--- src/rtl/c_decode_binary_pkg.sv ---
// c_decode_binary_pkg: shared limits and decode helpers for the pipelined
// binary-to-one-hot decoder. Helper functions work on the widest legal word;
// callers keep the low C_OUT_WIDTH bits.
package c_decode_binary_pkg;

  localparam int unsigned C_MIN_SEL_WIDTH   = 1;
  localparam int unsigned C_MAX_SEL_WIDTH   = 16;
  localparam int unsigned C_MIN_OUT_WIDTH   = 2;
  localparam int unsigned C_MAX_OUT_WIDTH   = 1 << C_MAX_SEL_WIDTH;
  localparam int unsigned C_MIN_PIPE_STAGES = 1;
  localparam int unsigned C_MAX_PIPE_STAGES = 8;

  typedef logic [C_MAX_OUT_WIDTH-1:0] word_max_t;
  typedef logic [C_MAX_SEL_WIDTH-1:0] sel_max_t;

  // All-inactive word: zeros for active-high, ones (in the used bits) otherwise.
  function automatic word_max_t inact_word(input int unsigned out_width,
                                           input bit          out_high);
    word_max_t mask;
    // Shifting by the full width wraps to zero, so the mask becomes all ones.
    mask = (word_max_t'(1) << out_width) - word_max_t'(1);
    return out_high ? '0 : mask;
  endfunction

  // One-hot / one-cold decode; disabled or out-of-range selects give INACT.
  function automatic word_max_t decode_word(input sel_max_t    sel,
                                            input logic        en,
                                            input int unsigned out_width,
                                            input bit          out_high);
    word_max_t word;
    word = inact_word(out_width, out_high);
    if (en && (32'(sel) < out_width)) word[sel] = out_high;
    return word;
  endfunction

endpackage

--- src/rtl/c_decode_binary_pipe_stage.sv ---
// c_decode_binary_stage: one elastic valid/ready register slice with a
// generic payload. Ready looks through to the next slice so a full pipe can
// retire and accept on the same edge.
module c_decode_binary_stage #(
  parameter int unsigned             PAYLOAD_W = 8,
  parameter logic [PAYLOAD_W-1:0]    RST_DATA  = '0
) (
  input  logic                 clk,
  input  logic                 sclr,
  input  logic                 ce,
  input  logic                 up_valid,
  output logic                 up_ready,
  input  logic [PAYLOAD_W-1:0] up_data,
  output logic                 dn_valid,
  input  logic                 dn_ready,
  output logic [PAYLOAD_W-1:0] dn_data
);

  logic                 v_q, v_d;
  logic [PAYLOAD_W-1:0] data_q, data_d;

  assign up_ready = ~v_q | dn_ready;
  assign dn_valid = v_q;
  assign dn_data  = data_q;

  // Next state: valid tracks upstream when this slice can move; data loads only on a real transfer.
  always_comb begin
    // NOTE: every variable gets a default first so no path leaves it unassigned (no latch).
    v_d    = v_q;
    data_d = data_q;
    if (ce && up_ready) begin
      v_d = up_valid;
      if (up_valid) data_d = up_data;
    end
  end

  // Slice registers with synchronous clear.
  always_ff @(posedge clk) begin
    // NOTE: sequential state uses non-blocking assignments only.
    if (sclr) begin
      v_q    <= 1'b0;
      // NOTE: data is reset too, so Q reads INACT (not stale X) before the first word.
      data_q <= RST_DATA;
    end else begin
      v_q    <= v_d;
      data_q <= data_d;
    end
  end

endmodule

--- src/rtl/c_decode_binary_pipe.sv ---
// c_decode_binary_pipe: elastic pipelined binary-to-one-hot (or one-cold)
// decoder. Decode is combinational at the stage-0 input and the result is
// carried through C_PIPE_STAGES valid/ready slices.
// Optional feature macro: C_DECODE_BINARY_RANGE_ERR_EN adds the ERR output
// flagging an enabled, out-of-range select.
module c_decode_binary_pipe
  import c_decode_binary_pkg::*;
#(
  parameter int unsigned C_SEL_WIDTH   = 3,
  parameter int unsigned C_OUT_WIDTH   = 8,
  parameter int unsigned C_PIPE_STAGES = 1,
  parameter int unsigned C_OUT_HIGH    = 1
) (
  input  logic                   CLK,
  input  logic                   SCLR,
  input  logic                   CE,
  input  logic                   S_VALID,
  output logic                   S_READY,
  input  logic [C_SEL_WIDTH-1:0] S,
  input  logic                   EN,
  output logic                   Q_VALID,
  input  logic                   Q_READY,
  output logic [C_OUT_WIDTH-1:0] Q,
  output logic [C_SEL_WIDTH-1:0] Q_IDX
`ifdef C_DECODE_BINARY_RANGE_ERR_EN
  ,
  output logic                   ERR
`endif
);

  if (C_SEL_WIDTH < C_MIN_SEL_WIDTH || C_SEL_WIDTH > C_MAX_SEL_WIDTH ||
      C_OUT_WIDTH < C_MIN_OUT_WIDTH || C_OUT_WIDTH > (1 << C_SEL_WIDTH) ||
      C_PIPE_STAGES < C_MIN_PIPE_STAGES || C_PIPE_STAGES > C_MAX_PIPE_STAGES)
  begin : g_param_check
    $error("c_decode_binary_pipe: illegal parameter combination");
  end

`ifdef C_DECODE_BINARY_RANGE_ERR_EN
  localparam int unsigned ERR_W = 1;
`else
  localparam int unsigned ERR_W = 0;
`endif
  localparam int unsigned PW       = C_OUT_WIDTH + C_SEL_WIDTH + ERR_W;
  localparam bit          OUT_HIGH = (C_OUT_HIGH != 0);

  localparam word_max_t               INACT_FULL = inact_word(C_OUT_WIDTH, OUT_HIGH);
  localparam logic [C_OUT_WIDTH-1:0]  INACT      = INACT_FULL[C_OUT_WIDTH-1:0];
  // Payload layout, MSB first: [err] idx word.
  localparam logic [PW-1:0]           RST_WORD   = {{(PW-C_OUT_WIDTH){1'b0}}, INACT};

  word_max_t dec_full;
  logic      unused_dec_full;

  logic [C_PIPE_STAGES:0] pipe_valid;
  logic [C_PIPE_STAGES:0] pipe_ready;
  logic [PW-1:0]          pipe_data [0:C_PIPE_STAGES];

  // Stage-0 decode of the incoming select.
  always_comb begin
    dec_full = decode_word(sel_max_t'(S), EN, C_OUT_WIDTH, OUT_HIGH);
  end

  // Bits above C_OUT_WIDTH are constant and intentionally discarded.
  assign unused_dec_full = ^dec_full;

`ifdef C_DECODE_BINARY_RANGE_ERR_EN
  logic err0;
  assign err0         = EN & (32'(S) >= C_OUT_WIDTH);
  assign pipe_data[0] = {err0, S, dec_full[C_OUT_WIDTH-1:0]};
`else
  assign pipe_data[0] = {S, dec_full[C_OUT_WIDTH-1:0]};
`endif

  assign pipe_valid[0]             = S_VALID;
  assign pipe_ready[C_PIPE_STAGES] = Q_READY;
  // Nothing is accepted on the reset edge or while frozen.
  assign S_READY                   = CE & ~SCLR & pipe_ready[0];

  for (genvar i = 0; i < C_PIPE_STAGES; i++) begin : g_stage
    c_decode_binary_stage #(
      .PAYLOAD_W (PW),
      .RST_DATA  (RST_WORD)
    ) u_stage (
      .clk      (CLK),
      .sclr     (SCLR),
      .ce       (CE),
      .up_valid (pipe_valid[i]),
      .up_ready (pipe_ready[i]),
      .up_data  (pipe_data[i]),
      .dn_valid (pipe_valid[i+1]),
      .dn_ready (pipe_ready[i+1]),
      .dn_data  (pipe_data[i+1])
    );
  end

  assign Q_VALID = pipe_valid[C_PIPE_STAGES];
  assign Q       = pipe_data[C_PIPE_STAGES][C_OUT_WIDTH-1:0];
  assign Q_IDX   = pipe_data[C_PIPE_STAGES][C_OUT_WIDTH +: C_SEL_WIDTH];
`ifdef C_DECODE_BINARY_RANGE_ERR_EN
  assign ERR     = pipe_data[C_PIPE_STAGES][PW-1] & Q_VALID;
`endif

endmodule

--- config.mk ---
export PLATFORM = sky130hd
export DESIGN_NAME = c_decode_binary_pipe
export DESIGN_NICKNAME = d
export VERILOG_FILES = /design/src/rtl/c_decode_binary_pkg.sv /design/src/rtl/c_decode_binary_pipe_stage.sv /design/src/rtl/c_decode_binary_pipe.sv
export SDC_FILE = /design/constraint.sdc
export NUM_CORES = 1
export LEC_CHECK = 0
export ABC_AREA = 0
export CORE_MARGIN = 2
export CORE_UTILIZATION = 39
export CTS_CLUSTER_DIAMETER = 50
export DETAILED_ROUTE_END_ITERATION = 16
export GPL_ROUTABILITY_DRIVEN = 0
export PLACE_DENSITY = 0.83
export RECOVER_POWER = 25
export SETUP_SLACK_MARGIN = 0.5
export SLEW_MARGIN = 0
export SYNTH_ARGS = -nofsm -noshare
export SYNTH_HDL_FRONTEND = slang
export SYNTH_SLANG_ARGS = --single-unit
--- constraint.sdc ---
create_clock -name CLK -period 1.32 [get_ports CLK]
set_input_delay 0.264 -clock CLK [delete_from_list [all_inputs] [get_ports CLK]]
set_output_delay 0.264 -clock CLK [all_outputs]
set_load 0.05 [all_outputs]
==> results of run 1 <==
cells by family (layout without fill, tap and decap cells):
| group | Yosys count | count (layout) | share of synthesized area [%] |
|---|---|---|---|
| AO/OA/AOI/OAI | 23 | 23 | 21.9 |
| buffers and inverters | 4 | 45 | 3.09 |
| flip-flops | 12 | 12 | 45.6 |
| AND/OR/NAND/NOR | 24 | 24 | 29.5 |
metal layers:
| layer | routed length, µm | share of wire [%] | global-route usage [%] |
|---|---|---|---|
| met1 | 762 | 39 | 29.3 |
| met2 | 1030 | 53 | 43.3 |
| met3 | 98 | 5.1 | 5.98 |
| met4 | 48 | 2.5 | 21.7 |
| met5 | 0 | 0 | 0 |
power groups by stage:
stage / sequential [mW] / clock, mW / combinational (mW)
5_1_grt: 0.379 / 0.315 / 0.236
3_3_place_gp: 0.389 / 0 / 0.181
6_report: 0.378 / 0.298 / 0.224
2_1_floorplan: 0.415 / 0 / 0.0535
3_5_place_dp: 0.390 / 0 / 0.186
4_1_cts: 0.379 / 0.306 / 0.206
metrics by stage:
step	util, %	instance area (µm²)	hold slack [ns]	power, mW
CTS	85.6	1100	0.432	0.891
global route	89.4	1150	0.426	0.929
finish	89.4	1150	0.424	0.901
global placement	75.8	973	0.487	0.571
floorplan	-	562	0.326	0.468
detailed placement	75.8	973	0.489	0.576
flip-flops by register name, indices dropped and copies added, names as in the netlist:
signal and cells:
g_stage.u_stage.dn_data 11, g_stage.u_stage.dn_valid 1
worst max path at each step:
stage / startpoint / end / slack [ns] / cells after the start
3_5_place_dp: S[2] / g_stage[0].u_stage.dn_data[2]$_SDFFE_PP0P_ / -0.34 / 4
3_3_place_gp: S[1] / g_stage[0].u_stage.dn_data[5]$_SDFFE_PP0P_ / -0.29 / 4
6_report: g_stage[0].u_stage.dn_valid$_SDFFE_PP0P_ / S_READY / -0.07 / 3
4_1_cts: g_stage[0].u_stage.dn_valid$_SDFFE_PP0P_ / S_READY / -0.08 / 3
5_1_grt: g_stage[0].u_stage.dn_valid$_SDFFE_PP0P_ / S_READY / -0.1 / 3
2_1_floorplan: g_stage[0].u_stage.dn_valid$_SDFFE_PP0P_ / S_READY / -0.12 / 3
area by class of cell:
class                      instances  area [µm²]
sequential                        12         253
fill                              58         136
tap                               15        18.8
multi-input combinational         47         354
clock buffer                       4        36.3
timing repair buffer              41         487
timing repair:
action | in CTS | in global routing
setup buffers | 8 | 2
hold buffers | 0 | 0
pin swaps | 7 | 4
resized for setup | 19 | 11
gates cloned | 0 | 0
endpoints found under the hold margin | 0 | 0
endpoints found under the setup margin | 25 | 25
synthesized netlist by cell type (all sizes together):
cell,number
a21oi,12
dfxtp,12
o21ai,11
or4,6
nand2,4
nand2b,4
clkbuf,3
nand3,3
nand4b,2
nor2,2
and2,1
buf,1
nor2b,1
nor3b,1
critical path, delay by kind of cell (launching register included):
family        cells  cell delay, ns
simple gates      2            0.34
buf+inv           1            0.16
flops             1            0.34
==> key figures, run 1 <==
Critical path
  – RR Endpoint: g_stage[0].u_stage.dn_data[3]$_SDFFE_PP0P_
  – Crit. End Element: output pin
  – Worst R2R Path Depth: 4
  – WP data arrival: 1.13 ns
  – Worst EP required: 1.06 ns
  – Critical-path top delay cell: dfxtp_4
  – Critical path, cell by cell: nor2b_4 -> nor3b_4 -> buf_12
  – FF-to-FF setup slack: 0 ns
  – Kind of critical path: reg2out
  – CP peak stage delay: 0.34 ns
  – Critical Path Start Type: flip-flop
  – Highest fanout seen on the critical path: 3
  – Reg-to-Reg Start: g_stage[0].u_stage.dn_valid$_SDFFE_PP0P_

Pwr
  – Flop pwr share: 42.0%
  – Lkg Pwr: 0.454 nW
  – Switching power share of the total: 28.1%
  – P_int: 0.648 mW
  – Worst IR Drop VDD: 0.590 mV
  – Power per cell area: 784 mW/mm²
  – Switch Pwr: 0.253 mW
  – Power share of the combinational group: 24.9%
  – Clk pwr share: 33.1%

Finish
  – Layout cells sized above 1: 60.6%
  – ANT cells: 0
  – Non-Filler Instances: 119
  – Post-layout nets: 114
  – Most frequent cells in the layout: buf_4, buf_12, a21oi_1, o21ai_1, dfxtp_2
  – Commonest non-fill, non-tap cell in the layout: buf_4
  – P&R area growth vs syn: 118%

Detailed routing
  – Vias: 655
  – Drt total wl: 1940 µm
  – DRT iter0 DRCs: 22
  – Vias per cell: 5.50
  – Remaining DRCs: 0
  – Drt pass-1 iters: 4
  – WL/cell: 16.3 µm
  – Antenna Nets Post-Route: 0

Min path
  – Worst hold path class: in2reg
  – Hold path endpoint: g_stage[0].u_stage.dn_data[8]$_SDFFE_PP0P_
  – Min-Delay Path Depth: 3
  – HP Start: S[0]

STA
  – Fin crit share: 105%
  – Final min period: 1.39 ns
  – Unrepaired setup endpoints after global routing: yes
  – Fin Clk Skew: 0.000773 ns
  – Peak Freq: 720 MHz
  – Slew @ Worst Pin: 0.226 ns
  – Final slew viol count: 0
  – Number of setup violations in the final report: 2
  – Final Hold Viols: 0
  – Setup WS post-layout: -0.0697 ns
  – Slew headroom: 84.9%
  – Setup TNS Final: -0.0732 ns

Synthesis
  – Share of the synthesized area in the top cell type: 45.6%
  – Top post-synthesis cells by area: dfxtp_1, a21oi_1, o21ai_1, or4_1, nand2b_1
  – Yosys warns: 0
  – Synth cell types: 16
  – Avg Synthesized Cell Area: 8.36 µm²
  – Post-synthesis net count: 72
  – Seq/Total Area, Yosys: 45.6%
  – Mapped Area: 527 µm²
  – Largest area contributor in the netlist: dfxtp_1
  – Seq cells post-synth: 12
  – Post-synthesis cell count: 63

Status
  – Outcome: finished with violations
  – Violated checks: setup timing

Clocking
  – CTS tree: yes
  – Maximum clock insertion buffer count: 2
  – H-Tree Depth: 1
  – Num CTS Buffers: 3
  – Clock root cell: clkbuf_4
  – Worst-Skew Late Latency: 0.28 ns
  – Clock sink total: 12
  – Clock-pin slew on the worst setup and hold paths: 0.08 ns

Die
  – Effective utilization at floorplan: 41.0%
  – Die width: 40.8 µm
  – Die Ht: 40.8 µm
  – Io pins: 22
  – Core box area: 0.00128 mm²
  – DIE AREA: 0.00166 mm²
  – Site Rows: 13

Flow run
  – Max-cap violations: 0

GRT
  – Total track usage: 26.6%
  – First-pass GRT wire length: 2730 µm
  – Initial antenna violation count: 0
  – Grt total ovfl: 0
  – Largest net degree at the start of global routing: 13
  – Vias in the first global route: 602

Placement
  – Placed cell count: 105
  – DP HPWL: 1160 µm
  – Placement Setup Slack: -0.337 ns
  – PortBufs: 21
Note: power is estimated with default switching activity, not from simulation.
==> run 2, diff against run 1 <==
- CORE_MARGIN: 2 -> 4
==> run 2 against run 1 <==
The run now fails in global routing. Synthesized cell count unchanged. Synthesized area stayed put.
==> key figures, run 2 <==
Status
  – Outcome: aborted with a tool error
  – Exit stage: global routing
  – Tool Error: [ERROR DPL-0038] Utilization greater than 100%, impossible to legalize

Synthesis
  – Post-synthesis net count: 72 (unchanged)
  – Asr flop ratio synth: 0% (unchanged)
  – Share of the synthesized area in the top cell type: 45.6% (unchanged)
  – Synth cell types: 16 (unchanged)
  – Top post-synthesis cells by area: dfxtp_1, a21oi_1, o21ai_1, or4_1, nand2b_1
  – Most frequent cells after synthesis: a21oi_1, dfxtp_1, o21ai_1
  – Seq/Total Area, Yosys: 45.6% (unchanged)
  – Main synth FF type: dfxtp_1
  – Yosys warns: 0 (unchanged)
  – EDFF count, synth: 0 (unchanged)
  – Avg Synthesized Cell Area: 8.36 µm² (unchanged)
  – Seq cells post-synth: 12 (unchanged)
  – Post-synthesis cell count: 63 (unchanged)
  – Largest area contributor in the netlist: dfxtp_1
  – Mapped Area: 527 µm² (unchanged)

Clocking
  – Clock root cell: clkbuf_4
  – Post-CTS Hold Buffers: 0 (unchanged)
  – Maximum clock insertion buffer count: 2 (unchanged)
  – Clock sink total: 12 (unchanged)
  – Num CTS Buffers: 3 (unchanged)
  – H-Tree Depth: 1 (unchanged)

Die
  – Effective utilization at floorplan: 44.4% (+3.4 points)
  – Die Ht: 44.8 µm (+9.8%)
  – Site Rows: 12 (-1)
  – Die width: 44.8 µm (+9.8%)
  – Io pins: 22 (unchanged)

Placement
  – DP HPWL: 1210 µm (+3.9%)
  – PortBufs: 21 (unchanged)

GRT
  – Largest net degree at the start of global routing: 13

STA
  – GRT worst endpoint: S_READY
  – WEP type: output port
==> run 2: cell counts after synthesis <==
Identical to the previous run, type by type.
==> run 2: cell families after synthesis <==
| group | Yosys count | synth area share, % |
|---|---|---|
| flops | 12 | 45.6 |
| compound gates | 23 | 21.9 |
| buf+inv | 4 | 3.09 |
| simple gates | 24 | 29.5 |
==> run 2: per-stage QoR <==
stage               instance area (µm²)  instances  utilization [%]  hold slack, ns  setup slack (ns)
floorplan                           562         63                -           0.326            -0.119
global placement                    965        103             81.3           0.486            -0.287
detailed placement                  965        103             81.3           0.493            -0.393
CTS                                1120        116             94.4           0.401           -0.0822
==> run 2: timing repair <==
item | CTS
setup endpoints to repair | 25
endpoints found under the hold margin | 0
gates resized for setup | 25
pin swaps | 4
buffers inserted | 9
==> run 3, diff against run 2 <==
- CORE_AREA: unset -> 4 4 65 67
- CORE_MARGIN: 4 -> unset
- CORE_UTILIZATION: 39 -> unset
- CTS_CLUSTER_DIAMETER: 50 -> unset
- DIE_AREA: unset -> 0 0 69 71
- PLACE_DENSITY: 0.83 -> unset
- PLACE_DENSITY_LB_ADDON: unset -> 0.15
- SETUP_SLACK_MARGIN: 0.5 -> unset
==> run 3 against run 2 <==
The flow now finishes, with violations (setup timing).
==> key figures, run 3 (synthesis gave the netlist of run 1 again) <==
STA
  – Unrepaired setup endpoints after global routing: yes
  – Slew @ Worst Pin: 0.297 ns
  – Setup WS post-layout: -0.0275 ns
  – Fin crit share: 102%
  – Peak Freq: 742 MHz
  – Number of setup violations in the final report: 1
  – Final slew viol count: 0
  – Slew headroom: 80.2%
  – Final Hold Viols: 0
  – Final min period: 1.35 ns
  – Fin Clk Skew: 0.00434 ns

Pwr
  – Lkg Pwr: 0.399 nW
  – Total power: 0.905 mW
  – Clk pwr share: 37.2%
  – Switching power share of the total: 25.3%
  – P_int: 0.676 mW
  – Worst IR Drop VDD: 0.422 mV
  – Power per cell area: 889 mW/mm²
  – Switch Pwr: 0.229 mW
  – Power share of the combinational group: 21.0%
  – Flop pwr share: 41.8%

Clocking
  – Post-CTS Hold Buffers: 0 (unchanged)
  – H-Tree Depth: 1 (unchanged)
  – Clock sink total: 12 (unchanged)
  – Num CTS Buffers: 3 (unchanged)
  – Clock-pin slew on the worst setup and hold paths: 0.05 ns
  – Worst-Skew Late Latency: 0.24 ns
  – Maximum clock insertion buffer count: 2 (unchanged)
  – Clock root cell: clkbuf_8
  – CTS tree: yes

Die
  – Die width: 69 µm (+54%)
  – Effective utilization at floorplan: 14.5% (-30 points)
  – Core box area: 0.00363 mm²
  – Site Rows: 22 (+10)
  – DIE AREA: 0.00490 mm²
  – Die Ht: 71 µm (+59%)
  – Io pins: 22 (unchanged)

GRT
  – First-pass GRT wire length: 2680 µm
  – Largest net degree at the start of global routing: 13
  – Initial antenna violation count: 0
  – Grt total ovfl: 0
  – Vias in the first global route: 581
  – Total track usage: 6.93%

Critical path
  – Critical Path Start Type: flip-flop
  – WP data arrival: 1.08 ns
  – Highest fanout seen on the critical path: 2
  – Crit path buf inv count: 1
  – Critical-path top delay cell: dfxtp_4
  – Crit path max-delay family: simple AND/OR/NAND/NOR gates
  – Worst EP required: 1.06 ns
  – CP peak stage delay: 0.34 ns
  – Crit. End Element: output pin
  – Critical path, cell by cell: nor2b_4 -> nor3b_4 -> buf_12
  – Kind of critical path: reg2out

Placement
  – PortBufs: 21 (unchanged)
  – Placement Setup Slack: -0.317 ns (+0.0763 ns)
  – Placed cell count: 139 (+35%)
  – DP HPWL: 1240 µm (+2.3%)

Detailed routing
  – Vias: 564
  – Remaining DRCs: 0
  – WL/cell: 10.8 µm
  – Drt pass-1 iters: 2
  – Vias per cell: 3.89
  – DRT iter0 DRCs: 13
  – Antenna Nets Post-Route: 0
  – Drt total wl: 1570 µm

Finish
  – ANT cells: 0
  – Fillcell total: 409
  – Layout cells sized above 1: 37.1%
  – Most frequent cells in the layout: buf_4, a21oi_1, dfxtp_1
  – Non-Filler Instances: 145
  – Area of the multi-input gates: 300 µm²
  – P&R area growth vs syn: 93.3%
  – Post-route core utilization: 28.0%
  – Max reg flops: 11
  – Post-layout nets: 107
  – Commonest non-fill, non-tap cell in the layout: buf_4
  – Sequential cell area: 244 µm²

Status
  – Violated checks: setup timing
  – Outcome: finished with violations

Min path
  – Worst hold path class: in2reg

Flow run
  – Max-cap violations: 0
[run 3: power groups by stage]
stage / Sequential (mW) / Clock, mW / Combinational (mW)
3_3_place_gp: 0.389 / 0 / 0.190
4_1_cts: 0.379 / 0.357 / 0.196
3_5_place_dp: 0.389 / 0 / 0.189
6_report: 0.378 / 0.336 / 0.190
2_1_floorplan: 0.413 / 0 / 0.0534
5_1_grt: 0.379 / 0.385 / 0.204
[run 3: worst min-delay path, cell delays in order]
cell and delay, ns:
dlymetal6s2s_1 0.15, nand3_1 0.08, a21oi_1 0.06
[run 3: layout make-up]
| class | instances | share of cell area, % |
|---|---|---|
| well taps | 48 | 5.90 |
| repair buffers | 34 | 36.2 |
| clock buffers | 4 | 4.42 |
| multi-input cells | 47 | 29.5 |
| flip-flops and latches | 12 | 24.0 |
[run 3: timing repair]
action                                 in CTS  in global routing
buffers inserted                            2                  0
setup endpoints to repair                   7                  6
endpoints found under the hold margin       0                  0
gates resized for setup                     9                  3
pin swaps                                  13                  0
cloned                                      0                  0
[run 3: worst paths after layout]
| path | startpoint | endpoint | slack [ns] | depth (start not counted) |
|---|---|---|---|---|
| max reg2reg | g_stage[0].u_stage.dn_valid$_SDFFE_PP0P_ | g_stage[0].u_stage.dn_data[3]$_SDFFE_PP0P_ | 0.05 | 4 |
| min | S[0] | g_stage[0].u_stage.dn_data[8]$_SDFFE_PP0P_ | 0.35 | 3 |
| min reg2reg | g_stage[0].u_stage.dn_data[6]$_SDFFE_PP0P_ | g_stage[0].u_stage.dn_data[6]$_SDFFE_PP0P_ | 0.48 | 2 |
| max | g_stage[0].u_stage.dn_valid$_SDFFE_PP0P_ | S_READY | -0.03 | 3 |
[run 3: metal layers]
layer	wire length, µm	GRT usage (%)	vias to the layer above
li1	-	-	296
met1	669	7.78	255
met2	785	11.1	11
met3	87	2.84	2
met4	30	3.90	0
met5	0	0	-
[run 3: stage by stage]
stage / hold slack [ns] / instance area, µm² / setup TNS (ns)
2_1_floorplan: 0.333 / 548 / -0.120
3_3_place_gp: 0.503 / 1010 / -2.78
3_5_place_dp: 0.514 / 1010 / -2.85
4_1_cts: 0.494 / 1080 / -0.0419
5_1_grt: 0.365 / 1020 / -0.0936
6_report: 0.355 / 1020 / -0.0275
